$ cat src/rtl/image_pkg.sv
// Shared constants and types for the image-RAM readback block.
package image_pkg;

    localparam int IMG_W  = 64;
    localparam int IMG_H  = 64;
    localparam int ADDR_W = 12;
    localparam int WORD_W = 32;

    typedef enum logic [1:0] {
        ST_IDLE   = 2'd0,
        ST_READ   = 2'd1,
        ST_DRAIN  = 2'd2,
        ST_FINISH = 2'd3
    } state_t;

    localparam logic ORDER_LSB_FIRST = 1'b0;
    localparam logic ORDER_MSB_FIRST = 1'b1;

    // Bit position within the packed word for the c-th captured pixel.
    function automatic logic [4:0] pack_index(input logic [4:0] c, input logic order);
        return (order == ORDER_MSB_FIRST) ? ~c : c;
    endfunction

endpackage

$ cat src/rtl/image_readback_if.sv
// Custom-instruction command/result signals plus the shared RAM read port.
interface image_readback_if #(
    parameter int ADDR_W = 12,
    parameter int WORD_W = 32
);
    logic              start;
    logic [31:0]       dataa;
    logic [31:0]       datab;
    logic [WORD_W-1:0] result;
    logic              done;
    logic              busy;
    logic              rd_req;
    logic              rd_grant;
    logic [ADDR_W-1:0] rdaddress;
    logic              q;

    // Environment side: issues commands, arbitrates and owns the RAM.
    modport master (
        output start, dataa, datab, rd_grant, q,
        input  result, done, busy, rd_req, rdaddress
    );

    // Readback block side.
    modport slave (
        input  start, dataa, datab, rd_grant, q,
        output result, done, busy, rd_req, rdaddress
    );
endinterface

$ cat src/rtl/read_valid_pipe.sv
// Shift register of issue flags; its output marks the cycle when q holds
// the data for an issued read.
module read_valid_pipe #(
    parameter int RD_LAT = 1
) (
    input  logic clk,
    input  logic reset,
    input  logic push_i,
    output logic vld_o
);
    logic [RD_LAT-1:0] pipe_q;
    logic [RD_LAT-1:0] pipe_d;

    assign pipe_d = RD_LAT'({pipe_q, push_i});
    assign vld_o  = pipe_q[RD_LAT-1];

    always_ff @(posedge clk or posedge reset) begin
        if (reset) begin
            pipe_q <= '0;
        end else begin
            pipe_q <= pipe_d;
        end
    end
endmodule

$ cat src/rtl/image_readback.sv
// Fetches 32 consecutive 1-bit pixels from the image RAM through a
// request/grant read port and packs them into one word.
module image_readback #(
    parameter int ADDR_W = 12,
    parameter int WORD_W = 32,
    parameter int RD_LAT = 1
) (
    input  logic           clk,
    input  logic           reset,
    image_readback_if.slave bus
);
    import image_pkg::*;

    localparam logic [4:0] LAST = 5'(WORD_W - 1);

    state_t            state_q, state_d;
    logic [ADDR_W-1:0] rdaddress_q, rdaddress_d;
    logic [4:0]        issue_cnt_q, issue_cnt_d;
    logic [4:0]        cap_cnt_q, cap_cnt_d;
    logic              order_q, order_d;
    logic [WORD_W-1:0] result_q, result_d;
    logic              done_q, done_d;
    logic              busy_q, busy_d;
    logic              rd_req_q, rd_req_d;
    logic              issue;
    logic              push;
    logic              cap_vld;
    logic              unused_bits;

    assign unused_bits = ^{bus.dataa[31:ADDR_W-5], bus.datab[31:1]};
    assign issue       = rd_req_q & bus.rd_grant;

    read_valid_pipe #(.RD_LAT(RD_LAT)) u_vld (
        .clk    (clk),
        .reset  (reset),
        .push_i (push),
        .vld_o  (cap_vld)
    );

    always_comb begin
        state_d     = state_q;
        rdaddress_d = rdaddress_q;
        issue_cnt_d = issue_cnt_q;
        cap_cnt_d   = cap_cnt_q;
        order_d     = order_q;
        result_d    = result_q;
        done_d      = done_q;
        busy_d      = busy_q;
        rd_req_d    = rd_req_q;
        push        = 1'b0;

        // Captures run independently of the grant so in-flight reads land.
        if (cap_vld) begin
            result_d[pack_index(cap_cnt_q, order_q)] = bus.q;
            cap_cnt_d = cap_cnt_q + 5'd1;
        end

        case (state_q)
            ST_IDLE: begin
                if (bus.start) begin
                    rdaddress_d = {bus.dataa[ADDR_W-6:0], 5'b0};
                    order_d     = bus.datab[0];
                    issue_cnt_d = '0;
                    cap_cnt_d   = '0;
                    result_d    = '0;
                    busy_d      = 1'b1;
                    rd_req_d    = 1'b1;
                    state_d     = ST_READ;
                end
            end
            ST_READ: begin
                if (issue) begin
                    push        = 1'b1;
                    issue_cnt_d = issue_cnt_q + 5'd1;
                    // Address stays on the last pixel so a top-row word never wraps.
                    if (issue_cnt_q == LAST) begin
                        rd_req_d = 1'b0;
                        state_d  = ST_DRAIN;
                    end else begin
                        rdaddress_d = rdaddress_q + ADDR_W'(1);
                    end
                end
            end
            ST_DRAIN: begin
                if (cap_vld && cap_cnt_q == LAST) begin
                    done_d  = 1'b1;
                    state_d = ST_FINISH;
                end
            end
            ST_FINISH: begin
                done_d  = 1'b0;
                busy_d  = 1'b0;
                state_d = ST_IDLE;
            end
            default: state_d = ST_IDLE;
        endcase
    end

    always_ff @(posedge clk or posedge reset) begin
        if (reset) begin
            state_q     <= ST_IDLE;
            rdaddress_q <= '0;
            issue_cnt_q <= '0;
            cap_cnt_q   <= '0;
            order_q     <= ORDER_LSB_FIRST;
            result_q    <= '0;
            done_q      <= 1'b0;
            busy_q      <= 1'b0;
            rd_req_q    <= 1'b0;
        end else begin
            state_q     <= state_d;
            rdaddress_q <= rdaddress_d;
            issue_cnt_q <= issue_cnt_d;
            cap_cnt_q   <= cap_cnt_d;
            order_q     <= order_d;
            result_q    <= result_d;
            done_q      <= done_d;
            busy_q      <= busy_d;
            rd_req_q    <= rd_req_d;
        end
    end

    assign bus.result    = result_q;
    assign bus.done      = done_q;
    assign bus.busy      = busy_q;
    assign bus.rd_req    = rd_req_q;
    assign bus.rdaddress = rdaddress_q;
endmodule
$ cat src/flat_wrapper.sv
// flat-port wrapper written by rule: the top's interface ports become plain ports
module image_readback_flat import image_pkg::*;
#(
    parameter int ADDR_W = 12,
    parameter int WORD_W = 32,
    parameter int RD_LAT = 1
)
  (clk, reset, bus_start, bus_dataa, bus_datab, bus_rd_grant, bus_q, bus_result, bus_done, bus_busy, bus_rd_req, bus_rdaddress);
  image_readback_if #(.ADDR_W(ADDR_W), .WORD_W(WORD_W)) bus_i ();
  input  logic clk;
  input  logic reset;
  input wire logic [$bits(bus_i.start)-1:0] bus_start;
  input wire logic [$bits(bus_i.dataa)-1:0] bus_dataa;
  input wire logic [$bits(bus_i.datab)-1:0] bus_datab;
  input wire logic [$bits(bus_i.rd_grant)-1:0] bus_rd_grant;
  input wire logic [$bits(bus_i.q)-1:0] bus_q;
  output wire logic [$bits(bus_i.result)-1:0] bus_result;
  output wire logic [$bits(bus_i.done)-1:0] bus_done;
  output wire logic [$bits(bus_i.busy)-1:0] bus_busy;
  output wire logic [$bits(bus_i.rd_req)-1:0] bus_rd_req;
  output wire logic [$bits(bus_i.rdaddress)-1:0] bus_rdaddress;
  assign bus_i.start = bus_start;
  assign bus_i.dataa = bus_dataa;
  assign bus_i.datab = bus_datab;
  assign bus_i.rd_grant = bus_rd_grant;
  assign bus_i.q = bus_q;
  assign bus_result = bus_i.result;
  assign bus_done = bus_i.done;
  assign bus_busy = bus_i.busy;
  assign bus_rd_req = bus_i.rd_req;
  assign bus_rdaddress = bus_i.rdaddress;
  image_readback #(.ADDR_W(ADDR_W), .WORD_W(WORD_W), .RD_LAT(RD_LAT)) u_core (.clk(clk), .reset(reset), .bus(bus_i));
endmodule
$ cat config.mk
export PLATFORM = sky130hd
export DESIGN_NAME = image_readback_flat
export DESIGN_NICKNAME = d
export VERILOG_FILES = /design/src/rtl/image_pkg.sv /design/src/rtl/image_readback_if.sv /design/src/rtl/read_valid_pipe.sv /design/src/rtl/image_readback.sv /design/src/flat_wrapper.sv
export SDC_FILE = /design/constraint.sdc
export NUM_CORES = 1
export LEC_CHECK = 0
export ABC_AREA = 1
export ABC_CLOCK_PERIOD_IN_PS = 6300
export CAP_MARGIN = 20
export CORE_UTILIZATION = 25
export DETAILED_ROUTE_END_ITERATION = 10
export GPL_TIMING_DRIVEN = 1
export PLACE_DENSITY_LB_ADDON = 0.08
export SETUP_SLACK_MARGIN = 0.4
export SYNTH_ARGS = -nofsm -noshare
export SYNTH_HDL_FRONTEND = slang
export SYNTH_HIERARCHICAL = 1
export SYNTH_SLANG_ARGS = --single-unit
$ cat constraint.sdc
create_clock -name clk -period 6.3 [get_ports clk]
set_clock_uncertainty 0.1 [all_clocks]
set_input_delay 1.575 -clock clk [delete_from_list [all_inputs] [get_ports clk]]
set_output_delay 1.575 -clock clk [all_outputs]
set_load 0.05 [all_outputs]
==> impl_metrics.prom, run 1 <==
# TYPE chip_impl_metric gauge
chip_impl_info{name="cts_root_buffer",value="clkbuf_16"} 1
chip_impl_metric{name="critical_path.max_fanout",unit=""} 7
chip_impl_metric{name="global_route.usage.total",unit="%"} 13.0
chip_impl_metric{name="port-buffer-count",unit=""} 59
chip_impl_metric{name="fp.dieH",unit="microns"} 119
chip_impl_info{name="rsz_0062_raised_after_global_routing",value="no"} 1
chip_impl_metric{name="final_cells",unit=""} 684
chip_impl_info{name="critical_path.reg2reg.endpoint",value="u_core/bus.rdaddress[7]"} 1
chip_impl_metric{name="drv_cap",unit=""} 0
chip_impl_info{name="timing.critical_path.to_type",value="primary output"} 1
chip_impl_metric{name="hpwl",unit="mm"} 5.62
chip_impl_metric{name="worst-endpoint-arrival",unit="ns"} 1.64
chip_impl_metric{name="r2r_slack",unit="ns"} 3.41
chip_impl_metric{name="synth_top_area_share",unit="%"} 44.6
chip_impl_metric{name="worst-path-stages",unit=""} 1
chip_impl_metric{name="clock-sinks",unit=""} 61
chip_impl_metric{name="routed-via-count",unit=""} 2998
chip_impl_info{name="yosys.cell_count.top_type",value="nand2_1"} 1
chip_impl_metric{name="die_width",unit="microns"} 119
chip_impl_metric{name="power.static_leakage",unit="uW"} 0.00207
chip_impl_metric{name="met3_length",unit="microns"} 297
chip_impl_metric{name="met2WireLength",unit="mm"} 3.86
chip_impl_metric{name="nNetsFinal",unit=""} 582
chip_impl_info{name="outcome",value="completed"} 1
chip_impl_metric{name="first_pass_grt_wire_length",unit="mm"} 14.5
chip_impl_info{name="timing.setup.critical_path_class",value="reg -> out"} 1
chip_impl_metric{name="fin_tns_setup",unit="ns"} 0
chip_impl_info{name="post_synth_most_frequent_cells",value="124 x nand2_1, 61 x dfrtp_1, 61 x nor2_1"} 1
chip_impl_info{name="synth_area_leader_cell",value="dfrtp_1"} 1
chip_impl_metric{name="max_freq",unit="MHz"} 302
chip_impl_info{name="hold_ep",value="u_core/issue_cnt_q[4]"} 1
chip_impl_metric{name="post_cts_hold_buffer_count",unit=""} 0
chip_impl_info{name="category_of_cells_accounting_for_the_largest_share_of_critical_path_delay",value="buffers and inverters"} 1
chip_impl_metric{name="post_drt_via_cell_ratio",unit=""} 4.38
chip_impl_metric{name="wl_met1",unit="mm"} 4.18
chip_impl_metric{name="worstSkewPairLatency",unit="ns"} 0.33
chip_impl_metric{name="hold_violations",unit=""} 0
chip_impl_info{name="hold_path.startpoint",value="u_core/issue_cnt_q[4]"} 1
chip_impl_metric{name="antenna_left",unit=""} 0
chip_impl_metric{name="htree_levels",unit=""} 3
chip_impl_metric{name="worst_setup_hold_path_clk_slew",unit="ns"} 0.05
chip_impl_metric{name="synth_area_in_compound_gates",unit="%"} 8.29
chip_impl_info{name="topRoutingLayerUsed",value="met4"} 1
chip_impl_metric{name="fp.coreArea",unit="sq um"} 13300
chip_impl_metric{name="gp_routability_congestion",unit=""} 0.725
chip_impl_metric{name="nFillCells",unit=""} 1437
chip_impl_metric{name="period_minus_slack",unit="ns"} 3.32
chip_impl_metric{name="synth_seq_area_share",unit="%"} 44.6
chip_impl_metric{name="netlist-cell-type-count",unit=""} 30
chip_impl_info{name="critical_path_cell_list",value="clkdlybuf4s50_1"} 1
chip_impl_metric{name="die-area",unit="sq um"} 14200
chip_impl_metric{name="first_global_vias",unit=""} 2860
chip_impl_metric{name="grt_antenna_before_repair",unit=""} 0
chip_impl_metric{name="dp.cells",unit=""} 669
chip_impl_metric{name="timing_worst_slew_pin_value",unit="ns"} 1.07
chip_impl_info{name="postSynth.topFlopCell",value="dfrtp_1"} 1
chip_impl_metric{name="synth_xor_xnor_area_share",unit="%"} 1.21
chip_impl_metric{name="avgSynthCellArea",unit="sq um"} 7.63
chip_impl_info{name="tritoncts",value="done"} 1
chip_impl_metric{name="finalWirelength",unit="mm"} 8.49
chip_impl_metric{name="antenna_cells",unit=""} 0
chip_impl_metric{name="synth-adder-area-share",unit="%"} 3.29
chip_impl_metric{name="design.portCount",unit=""} 116
chip_impl_metric{name="wire_per_inst",unit="microns"} 12.4
chip_impl_info{name="netlist_top_cells_area",value="dfrtp_1 45%, nand2_1 14%, nand3_1 7.6%, nor2_1 6.7%, a21oi_1 5.4%"} 1
chip_impl_info{name="dominant_combinational_cell_family_by_area_after_synthesis",value="simple AND/OR/NAND/NOR gates"} 1
chip_impl_metric{name="starting_utilization_of_the_core_area",unit="%"} 25.8
chip_impl_metric{name="post_placement_setup_slack",unit="ns"} 2.80
chip_impl_metric{name="cts_made_buffers",unit=""} 9
chip_impl_metric{name="whs_path_depth",unit=""} 2
chip_impl_metric{name="post_route_cells_drive_above_1_share",unit="%"} 8.86
chip_impl_metric{name="synthSimpleGateAreaFrac",unit="%"} 35.3
chip_impl_metric{name="grt_start_max_net_pins",unit=""} 61
chip_impl_metric{name="aggregate_global_routing_overflow",unit=""} 0
chip_impl_metric{name="syn-cell-area",unit="sq um"} 3420
chip_impl_metric{name="rows",unit=""} 42
chip_impl_metric{name="clockBufferDepth",unit=""} 2
chip_impl_metric{name="yosys_register_bits",unit=""} 61
chip_impl_metric{name="cts_setup_buffers",unit=""} 0
chip_impl_info{name="crit_path_top_delay_cell",value="clkdlybuf4s50_1"} 1
chip_impl_metric{name="power.density",unit="nW/um^2"} 446
chip_impl_metric{name="post_cts_resized",unit=""} 0
chip_impl_info{name="critical_path.startpoint",value="u_core/bus.rdaddress[7]"} 1
chip_impl_metric{name="irDropWorstVdd",unit="mV"} 0.186
chip_impl_metric{name="syn-num-nets",unit=""} 527
chip_impl_metric{name="finalMaxSlewViolations",unit=""} 0
chip_impl_metric{name="post_synthesis_mux_area_share",unit="%"} 0
chip_impl_metric{name="drt_iter0_markers",unit=""} 131
chip_impl_info{name="min-delay-path-class",value="reg -> reg"} 1
chip_impl_metric{name="synth-async-reset-ratio",unit="%"} 100
chip_impl_info{name="startpoint_type",value="flip-flop"} 1
chip_impl_info{name="r2r_start",value="u_core/state_q[1]"} 1
chip_impl_metric{name="worst_slew_margin_relative_to_its_limit",unit="%"} 28.7
chip_impl_metric{name="synth_enable_flop_cells",unit=""} 0
chip_impl_metric{name="area_growth",unit="%"} 29.3
chip_impl_metric{name="timing.critical_path.buf_inv",unit=""} 1
chip_impl_metric{name="number_of_cells_produced_by_synthesis",unit=""} 449
chip_impl_metric{name="drt_first_pass_iters",unit=""} 4
chip_impl_metric{name="setup_viol",unit=""} 0
chip_impl_metric{name="finalWorstSetupSlack",unit="ns"} 2.98
chip_impl_metric{name="drc_errors",unit=""} 0
chip_impl_metric{name="timing.reg2reg.worst_path_depth",unit=""} 10
chip_impl_metric{name="yosysWarningCount",unit=""} 6
chip_impl_metric{name="critPathMaxStageDelay",unit="ns"} 0.85
chip_impl_metric{name="min_period_over_period",unit="%"} 52.6
chip_impl_metric{name="worstPathRequired",unit="ns"} 4.62
## state kept, by name (all words and copies together), names as in the netlist
register	cells
u_core/bus.busy	1
u_core/bus.done	1
u_core/bus.rd_req	1
u_core/bus.rdaddress	12
u_core/bus.result	32
u_core/cap_cnt_q	5
u_core/issue_cnt_q	5
u_core/order_q	1
u_core/state_q	2
u_core/u_vld/vld_o	1
## worst max-delay path by stage
stage	end	slack, ns
4_1_cts	bus_rdaddress[2]	2.95
6_report	bus_rdaddress[7]	2.98
3_5_place_dp	u_core/bus.rdaddress[9]	2.80
2_1_floorplan	u_core/bus.busy	3.14
3_3_place_gp	u_core/bus.rdaddress[9]	2.82
5_1_grt	u_core/bus.rdaddress[10]	2.92
## layout by cell type, fill, tap and decap left out, drive strengths merged
cell | netlist | final
nor3 | 4 | 4
nand3b | 2 | 2
clkdlybuf4s50 | 0 | 59
nand2 | 129 | 129
buf | 14 | 2
or2 | 5 | 5
o22ai | 1 | 1
clkbuf | 3 | 15
o21ai | 17 | 17
nor2 | 73 | 73
xnor2 | 2 | 2
inv | 33 | 33
a21oi | 37 | 37
ha | 9 | 9
nand4 | 4 | 4
xor2 | 1 | 1
a22oi | 1 | 1
dfrtp | 61 | 61
nand3 | 53 | 53
## layout make-up
cell class	count	area, sq um	share of cell area, %
clock buffers	15	298	6.73
inverters	33	129	2.91
repair buffers	61	606	13.7
flip-flops and latches	61	1530	34.5
well taps	176	220	4.97
multi-input cells	338	1650	37.2
## per-stage QoR
| step | hold WS (ns) | power (uW) | util (%) | cell area [sq um] |
|---|---|---|---|---|
| floorplan | 0.348 | 1280 | - | 3420 |
| global placement | 0.363 | 1500 | 31.1 | 4130 |
| detailed placement | 0.376 | 1510 | 31.1 | 4130 |
| CTS | 0.390 | 2010 | 33.3 | 4430 |
| global route | 0.412 | 2140 | 33.3 | 4430 |
| finish | 0.387 | 1970 | 33.3 | 4430 |
## layer usage
layer  vias up  global-route usage [%]
met1      1374                    16.7
met3        12                    2.63
met5         -                       0
met2        57                    21.0
met4         0                    5.46
li1       1555                       -
## kinds of logic after synthesis
logic type	count (synthesis)
AND/OR/NAND/NOR	270
flip-flops	61
AO/OA/AOI/OAI	56
buffers and inverters	50
adder cells (fa/ha/maj)	9
XOR/XNOR	3
## power by group
| group | switching, uW | internal (uW) | total [uW] | leakage, uW |
|---|---|---|---|---|
| sequential | 97.6 | 476 | 573 | 0.000821 |
| clock | 169 | 318 | 487 | 0.000148 |
| combinational | 633 | 281 | 914 | 0.00110 |
Power figures use the tool's default switching activity.
==> run 2, diff against run 1 <==
ABC_CLOCK_PERIOD_IN_PS = 2800   (was 6300)
clock period = 2.8 ns   (was 6.3 ns; I/O delays follow)
==> run 2 against run 1 <==
Against the previous run: largest power group unchanged; clock-buffer cell count is 2 lower; sequential power is 130% higher; total power is 120% higher; worst hold slack better by 0.0016 ns; worst setup slack got worse by 2.5 ns; critical path depth unchanged.
==> impl_metrics.prom, run 2 (same netlist as run 1, synthesis figures left out) <==
# TYPE chip_impl_metric gauge
chip_impl_info{name="outcome",value="completed"} 1
chip_impl_metric{name="max_freq",unit="MHz"} 430
chip_impl_metric{name="setup_viol",unit=""} 0
chip_impl_metric{name="grt_antenna_before_repair",unit=""} 0
chip_impl_metric{name="global_route.usage.total",unit="%"} 13.0
chip_impl_metric{name="rows",unit=""} 42
chip_impl_metric{name="hpwl",unit="mm"} 5.71
chip_impl_metric{name="first_pass_grt_wire_length",unit="mm"} 14.5
chip_impl_metric{name="clock-sinks",unit=""} 61
chip_impl_metric{name="fp.coreArea",unit="sq um"} 13300
chip_impl_metric{name="critPathMaxStageDelay",unit="ns"} 0.82
chip_impl_metric{name="worst-endpoint-arrival",unit="ns"} 1.52
chip_impl_metric{name="post_placement_setup_slack",unit="ns"} 0.573
chip_impl_metric{name="irDropWorstVdd",unit="mV"} 0.459
chip_impl_metric{name="power.density",unit="nW/um^2"} 987
chip_impl_metric{name="power.static_leakage",unit="uW"} 0.00215
chip_impl_metric{name="timing_worst_slew_pin_value",unit="ns"} 0.528
chip_impl_metric{name="gp_routability_congestion",unit=""} 0.711
chip_impl_info{name="category_of_cells_accounting_for_the_largest_share_of_critical_path_delay",value="buffers and inverters"} 1
chip_impl_info{name="timing.setup.critical_path_class",value="reg -> out"} 1
chip_impl_metric{name="hold_violations",unit=""} 0
chip_impl_metric{name="die_width",unit="microns"} 119
chip_impl_metric{name="cts_setup_buffers",unit=""} 0
chip_impl_metric{name="critical_path.max_fanout",unit=""} 2
chip_impl_info{name="startpoint_type",value="flip-flop"} 1
chip_impl_info{name="most_common_library_cell_in_the_layout_ignoring_fill_and_taps",value="nand2_1"} 1
chip_impl_metric{name="finalWorstSetupSlack",unit="ns"} 0.475
chip_impl_metric{name="clockBufferDepth",unit=""} 2
chip_impl_info{name="min-delay-path-class",value="reg -> reg"} 1
chip_impl_metric{name="first_global_vias",unit=""} 2868
chip_impl_metric{name="nNetsFinal",unit=""} 586
chip_impl_metric{name="drt_first_pass_iters",unit=""} 6
chip_impl_metric{name="post_drt_via_cell_ratio",unit=""} 4.38
chip_impl_info{name="cts_root_buffer",value="clkbuf_16"} 1
chip_impl_metric{name="port-buffer-count",unit=""} 59
chip_impl_metric{name="fp.dieH",unit="microns"} 119
chip_impl_metric{name="fin_tns_setup",unit="ns"} 0
chip_impl_info{name="timing.critical_path.to_type",value="primary output"} 1
chip_impl_metric{name="die-area",unit="sq um"} 14200
chip_impl_metric{name="post_route_cells_drive_above_1_share",unit="%"} 9.18
chip_impl_metric{name="worstPathRequired",unit="ns"} 2.00
chip_impl_info{name="crit_path_top_delay_cell",value="clkdlybuf4s50_1"} 1
chip_impl_metric{name="drc_errors",unit=""} 0
chip_impl_info{name="tritoncts",value="done"} 1
chip_impl_metric{name="area_growth",unit="%"} 29.3
chip_impl_metric{name="worst_slew_margin_relative_to_its_limit",unit="%"} 64.6
chip_impl_metric{name="drt_iter0_markers",unit=""} 253
chip_impl_metric{name="htree_levels",unit=""} 3
chip_impl_metric{name="worstSkewPairLatency",unit="ns"} 0.33
chip_impl_metric{name="hold_ws",unit="ns"} 0.388
chip_impl_metric{name="routed-via-count",unit=""} 3015
chip_impl_metric{name="starting_utilization_of_the_core_area",unit="%"} 25.8
chip_impl_metric{name="finalWirelength",unit="mm"} 8.58
chip_impl_metric{name="detailed_place.area",unit="sq um"} 4170
chip_impl_metric{name="cts_made_buffers",unit=""} 9
chip_impl_metric{name="stdcell_area",unit="sq um"} 4430
chip_impl_metric{name="post-route-util",unit="%"} 33.3
chip_impl_metric{name="finalMaxSlewViolations",unit=""} 0
chip_impl_info{name="most-common-layout-cells",value="124 x nand2_1, 61 x nor2_1, 61 x dfrtp_1"} 1
chip_impl_metric{name="wire_per_inst",unit="microns"} 12.5
chip_impl_metric{name="drv_cap",unit=""} 0
chip_impl_metric{name="largest_register_ff_count",unit=""} 32
chip_impl_metric{name="antenna_cells",unit=""} 0
chip_impl_metric{name="period_minus_slack",unit="ns"} 2.32
chip_impl_metric{name="aggregate_global_routing_overflow",unit=""} 0
chip_impl_metric{name="min_period_over_period",unit="%"} 83.0
chip_impl_metric{name="grt_start_max_net_pins",unit=""} 61
chip_impl_metric{name="worst_setup_hold_path_clk_slew",unit="ns"} 0.05
chip_impl_metric{name="design.portCount",unit=""} 116
chip_impl_metric{name="timing.critical_path.buf_inv",unit=""} 1
chip_impl_metric{name="antenna_left",unit=""} 0
chip_impl_info{name="rsz_0062_raised_after_global_routing",value="no"} 1
chip_impl_info{name="critical_path_cell_list",value="clkdlybuf4s50_1"} 1
==> run 2: cell count changes in the layout (fill, tap and decap cells not counted) <==
cell             delta
clkdlybuf4s50_1    -12
dlygate4sd2_1       +9
clkbuf_8            -4
buf_4               +3
dlymetal6s2s_1      +3
clkbuf_1            +2
clkinv_2            +2
buf_12              +1
==> run 2: stage by stage <==
stage | power, uW | instances
3_3_place_gp | 3410 | 673
4_1_cts | 4440 | 688
3_5_place_dp | 3430 | 673
6_report | 4370 | 688
5_1_grt | 4720 | 688
2_1_floorplan | 2880 | 449
==> run 2: repair_timing <==
item / CTS / global route
resized for setup: 9 / 3
hold endpoints to repair: 0 / 0
pin swaps: 0 / 0
setup endpoints to repair: 9 / 3
hold buffers: 0 / 0
==> run 2: area by class of cell <==
cell class / instances / area [sq um]
clock buffers: 13 / 250
clock inverters: 2 / 10.0
flip-flops and latches: 61 / 1530
multi-input cells: 338 / 1650
inverters: 33 / 129
fillers: 1419 / 8870
well taps: 176 / 220
repair buffers: 65 / 644
==> run 2: where the power goes <==
group          switching (uW)  internal (uW)  leakage, uW
Combinational            1440            626      0.00120
Sequential                224           1070     0.000821
Clock                     389            615     0.000129
Total                    2060           2310      0.00215
==> run 2: path summary, 6_finish.rpt <==
check,from,to,slack [ns],depth (start not counted)
setup reg to reg,u_core/state_q[1],u_core/bus.rdaddress[10],0.90,9
min in group asynchronous,reset,u_core/u_vld/vld_o,0.47,2
max in group asynchronous,reset,u_core/bus.result[7],1.62,3
hold reg to reg,u_core/issue_cnt_q[4],u_core/issue_cnt_q[4],0.39,2
hold / removal,u_core/issue_cnt_q[4],u_core/issue_cnt_q[4],0.39,2
setup / recovery,u_core/bus.result[27],bus_result[27],0.48,1
==> run 2: metal layers <==
metal	vias up	global-route usage, %	share of wire, %	wire (microns)
li1	1558	-	-	-
met5	-	0	0	0
met4	0	6.72	2.2	186
met1	1373	16.8	48	4110
met2	72	20.3	45	3900
met3	12	2.97	4.5	389
==> run 3, diff against run 2 <==
ABC_CLOCK_PERIOD_IN_PS = 2270   (was 2800)
clock period = 2.27 ns   (was 2.8 ns; I/O delays follow)
==> run 3 against run 2 <==
Against the previous run: critical path type unchanged; sequential power grew 24%; first-iteration DRC count shrank 29%; non-clock buffer count grew 1; design area is essentially flat.
==> impl_metrics.prom, run 3 (same netlist as run 1, synthesis figures left out) <==
# TYPE chip_impl_metric gauge
chip_impl_metric{name="design.portCount",unit=""} 116
chip_impl_info{name="category_of_cells_accounting_for_the_largest_share_of_critical_path_delay",value="buffers and inverters"} 1
chip_impl_metric{name="clock-sinks",unit=""} 61
chip_impl_metric{name="worst_slew_margin_relative_to_its_limit",unit="%"} 68.3
chip_impl_metric{name="nNetsFinal",unit=""} 587
chip_impl_metric{name="min_period_over_period",unit="%"} 80.8
chip_impl_metric{name="worst_setup_hold_path_clk_slew",unit="ns"} 0.05
chip_impl_metric{name="switching_share",unit="%"} 45.9
chip_impl_metric{name="port-buffer-count",unit=""} 59
chip_impl_metric{name="starting_utilization_of_the_core_area",unit="%"} 25.8
chip_impl_metric{name="p_switching",unit="uW"} 2540
chip_impl_metric{name="hpwl",unit="mm"} 5.65
chip_impl_metric{name="worst-endpoint-arrival",unit="ns"} 1.17
chip_impl_metric{name="wire_per_inst",unit="microns"} 12.5
chip_impl_metric{name="htree_levels",unit=""} 3
chip_impl_metric{name="layout.area.seq",unit="sq um"} 1530
chip_impl_info{name="most-common-layout-cells",value="124 x nand2_1, 60 x nor2_1, 58 x dfrtp_1"} 1
chip_impl_metric{name="post_route_cells_drive_above_1_share",unit="%"} 18.9
chip_impl_info{name="critical_path_cell_list",value="clkdlybuf4s15_1"} 1
chip_impl_metric{name="clockBufferDepth",unit=""} 2
chip_impl_info{name="most_common_library_cell_in_the_layout_ignoring_fill_and_taps",value="nand2_1"} 1
chip_impl_metric{name="grt_start_max_net_pins",unit=""} 61
chip_impl_metric{name="first_global_vias",unit=""} 2928
chip_impl_metric{name="antenna_cells",unit=""} 0
chip_impl_metric{name="fin_tns_setup",unit="ns"} 0
chip_impl_metric{name="area_growth",unit="%"} 29.2
chip_impl_info{name="cts_root_buffer",value="clkbuf_16"} 1
chip_impl_metric{name="internal_power",unit="uW"} 2990
chip_impl_info{name="critical_path.reg2reg.endpoint",value="u_core/bus.rdaddress[7]"} 1
chip_impl_info{name="startpoint_type",value="flip-flop"} 1
chip_impl_metric{name="finalMaxSlewViolations",unit=""} 0
chip_impl_metric{name="antenna_left",unit=""} 0
chip_impl_metric{name="drc_errors",unit=""} 0
chip_impl_info{name="r2r_start",value="u_core/issue_cnt_q[0]"} 1
chip_impl_metric{name="comb_power_share",unit="%"} 47.0
chip_impl_metric{name="grt_antenna_before_repair",unit=""} 0
chip_impl_metric{name="fp.coreArea",unit="sq um"} 13300
chip_impl_metric{name="irDropWorstVdd",unit="mV"} 0.650
chip_impl_metric{name="post_cts_hold_buffer_count",unit=""} 0
chip_impl_metric{name="cts_made_buffers",unit=""} 9
chip_impl_metric{name="nFillCells",unit=""} 1454
chip_impl_metric{name="drt_first_pass_iters",unit=""} 4
chip_impl_metric{name="power.static_leakage",unit="uW"} 0.00214
chip_impl_info{name="min-delay-path-class",value="in -> async"} 1
chip_impl_metric{name="worstPathRequired",unit="ns"} 1.60
chip_impl_info{name="crit_path_top_delay_cell",value="clkdlybuf4s15_1"} 1
chip_impl_metric{name="power.density",unit="nW/um^2"} 1250
chip_impl_metric{name="drt_iter0_markers",unit=""} 179
chip_impl_metric{name="r2r_slack",unit="ns"} 0.46
chip_impl_metric{name="aggregate_global_routing_overflow",unit=""} 0
chip_impl_metric{name="gp_routability_congestion",unit=""} 0.739
chip_impl_metric{name="finalWirelength",unit="mm"} 8.63
chip_impl_info{name="tritoncts",value="done"} 1
chip_impl_metric{name="timing_worst_slew_pin_value",unit="ns"} 0.474
chip_impl_metric{name="stdcell_area",unit="sq um"} 4430
chip_impl_info{name="timing.setup.critical_path_class",value="reg -> out"} 1
chip_impl_metric{name="post_drt_via_cell_ratio",unit=""} 4.39
chip_impl_metric{name="max_freq",unit="MHz"} 545
chip_impl_metric{name="rows",unit=""} 42
chip_impl_metric{name="critical_path.max_fanout",unit=""} 2
chip_impl_info{name="outcome",value="completed"} 1
chip_impl_metric{name="hold_violations",unit=""} 0
chip_impl_metric{name="routed-via-count",unit=""} 3027
chip_impl_metric{name="die_width",unit="microns"} 119
chip_impl_metric{name="timing.reg2reg.worst_path_depth",unit=""} 12
chip_impl_metric{name="die-area",unit="sq um"} 14200
chip_impl_metric{name="period_minus_slack",unit="ns"} 1.83
chip_impl_metric{name="multi_input_area",unit="sq um"} 1650
chip_impl_metric{name="fp.dieH",unit="microns"} 119
chip_impl_metric{name="largest_register_ff_count",unit=""} 32
chip_impl_metric{name="detailed_place.area",unit="sq um"} 4170
chip_impl_metric{name="critPathMaxStageDelay",unit="ns"} 0.49
chip_impl_metric{name="first_pass_grt_wire_length",unit="mm"} 14.6
chip_impl_metric{name="timing.critical_path.buf_inv",unit=""} 1
chip_impl_metric{name="global_route.usage.total",unit="%"} 13.2
chip_impl_info{name="timing.critical_path.to_type",value="primary output"} 1
chip_impl_metric{name="drv_cap",unit=""} 0
chip_impl_info{name="rsz_0062_raised_after_global_routing",value="yes"} 1
chip_impl_metric{name="power_frac_clock",unit="%"} 24.2
chip_impl_metric{name="share_seq_of_total_power",unit="%"} 28.9
chip_impl_metric{name="setup_viol",unit=""} 0
chip_impl_metric{name="worstSkewPairLatency",unit="ns"} 0.33
## run 3: cell count changes in the layout (fill, tap and decap cells not counted), sizes merged, moves of 2 or more
cell	change
buf	+9
clkbuf	+18
clkdlybuf4s15	+23
clkdlybuf4s50	-35
clkinv	-2
dlygate4sd2	-9
dlymetal6s2s	-3
## run 3: worst max-delay path by stage
stage	from	to	slack [ns]	depth (start not counted)
finish	u_core/bus.result[19]	bus_result[19]	0.44	1
detailed placement	bus_start	u_core/issue_cnt_q[0]	0.21	5
global route	u_core/issue_cnt_q[0]	u_core/bus.rdaddress[6]	0.33	12
floorplan	u_core/bus.rdaddress[1]	u_core/bus.rdaddress[8]	0.52	8
global placement	bus_rd_grant	u_core/state_q[0]	0.21	8
CTS	u_core/bus.result[5]	bus_result[5]	0.40	1
## run 3: area by class of cell
type | count | area share, %
Multi-Input combinational cell | 338 | 37.4
Sequential cell | 61 | 34.6
Timing Repair Buffer | 66 | 13.5
Clock buffer | 16 | 6.59
Tap cell | 176 | 4.98
Inverter | 33 | 3.00
## run 3: routing by layer
metal  track usage [%]  vias to the layer above  share of wire [%]
met3              2.92                       13                5.1
met5                 0                        -                  0
met2              21.1                       71                 45
met4              6.41                        0                2.1
li1                  -                     1560                  -
met1              16.8                     1383                 48
## run 3: per-stage QoR
stage	util, %	hold WS, ns	worst slack, ns	total power, uW	instances
after floorplan	-	0.196	0.518	3550	449
after global placement	31.3	0.360	0.208	4240	673
after detailed placement	31.3	0.373	0.209	4260	673
after CTS	33.7	0.363	0.401	5610	689
after global routing	33.3	0.385	0.329	6000	690
final	33.3	0.372	0.436	5530	690
## run 3: timing repair
item | 4_1_cts | 5_1_grt
endpoints found under the setup margin | 39 | 65
resized for setup | 98 | 21
endpoints found under the hold margin | 0 | 0
setup buffers | 0 | 1
## run 3: power groups by stage
| stage | clock network (uW) | logic (uW) | registers (uW) |
|---|---|---|---|
| after CTS | 1390 | 2620 | 1600 |
| after detailed placement | 0 | 2640 | 1620 |
| after floorplan | 0 | 1540 | 2010 |
| after global placement | 0 | 2630 | 1610 |
| final | 1340 | 2600 | 1600 |
| after global routing | 1440 | 2910 | 1650 |
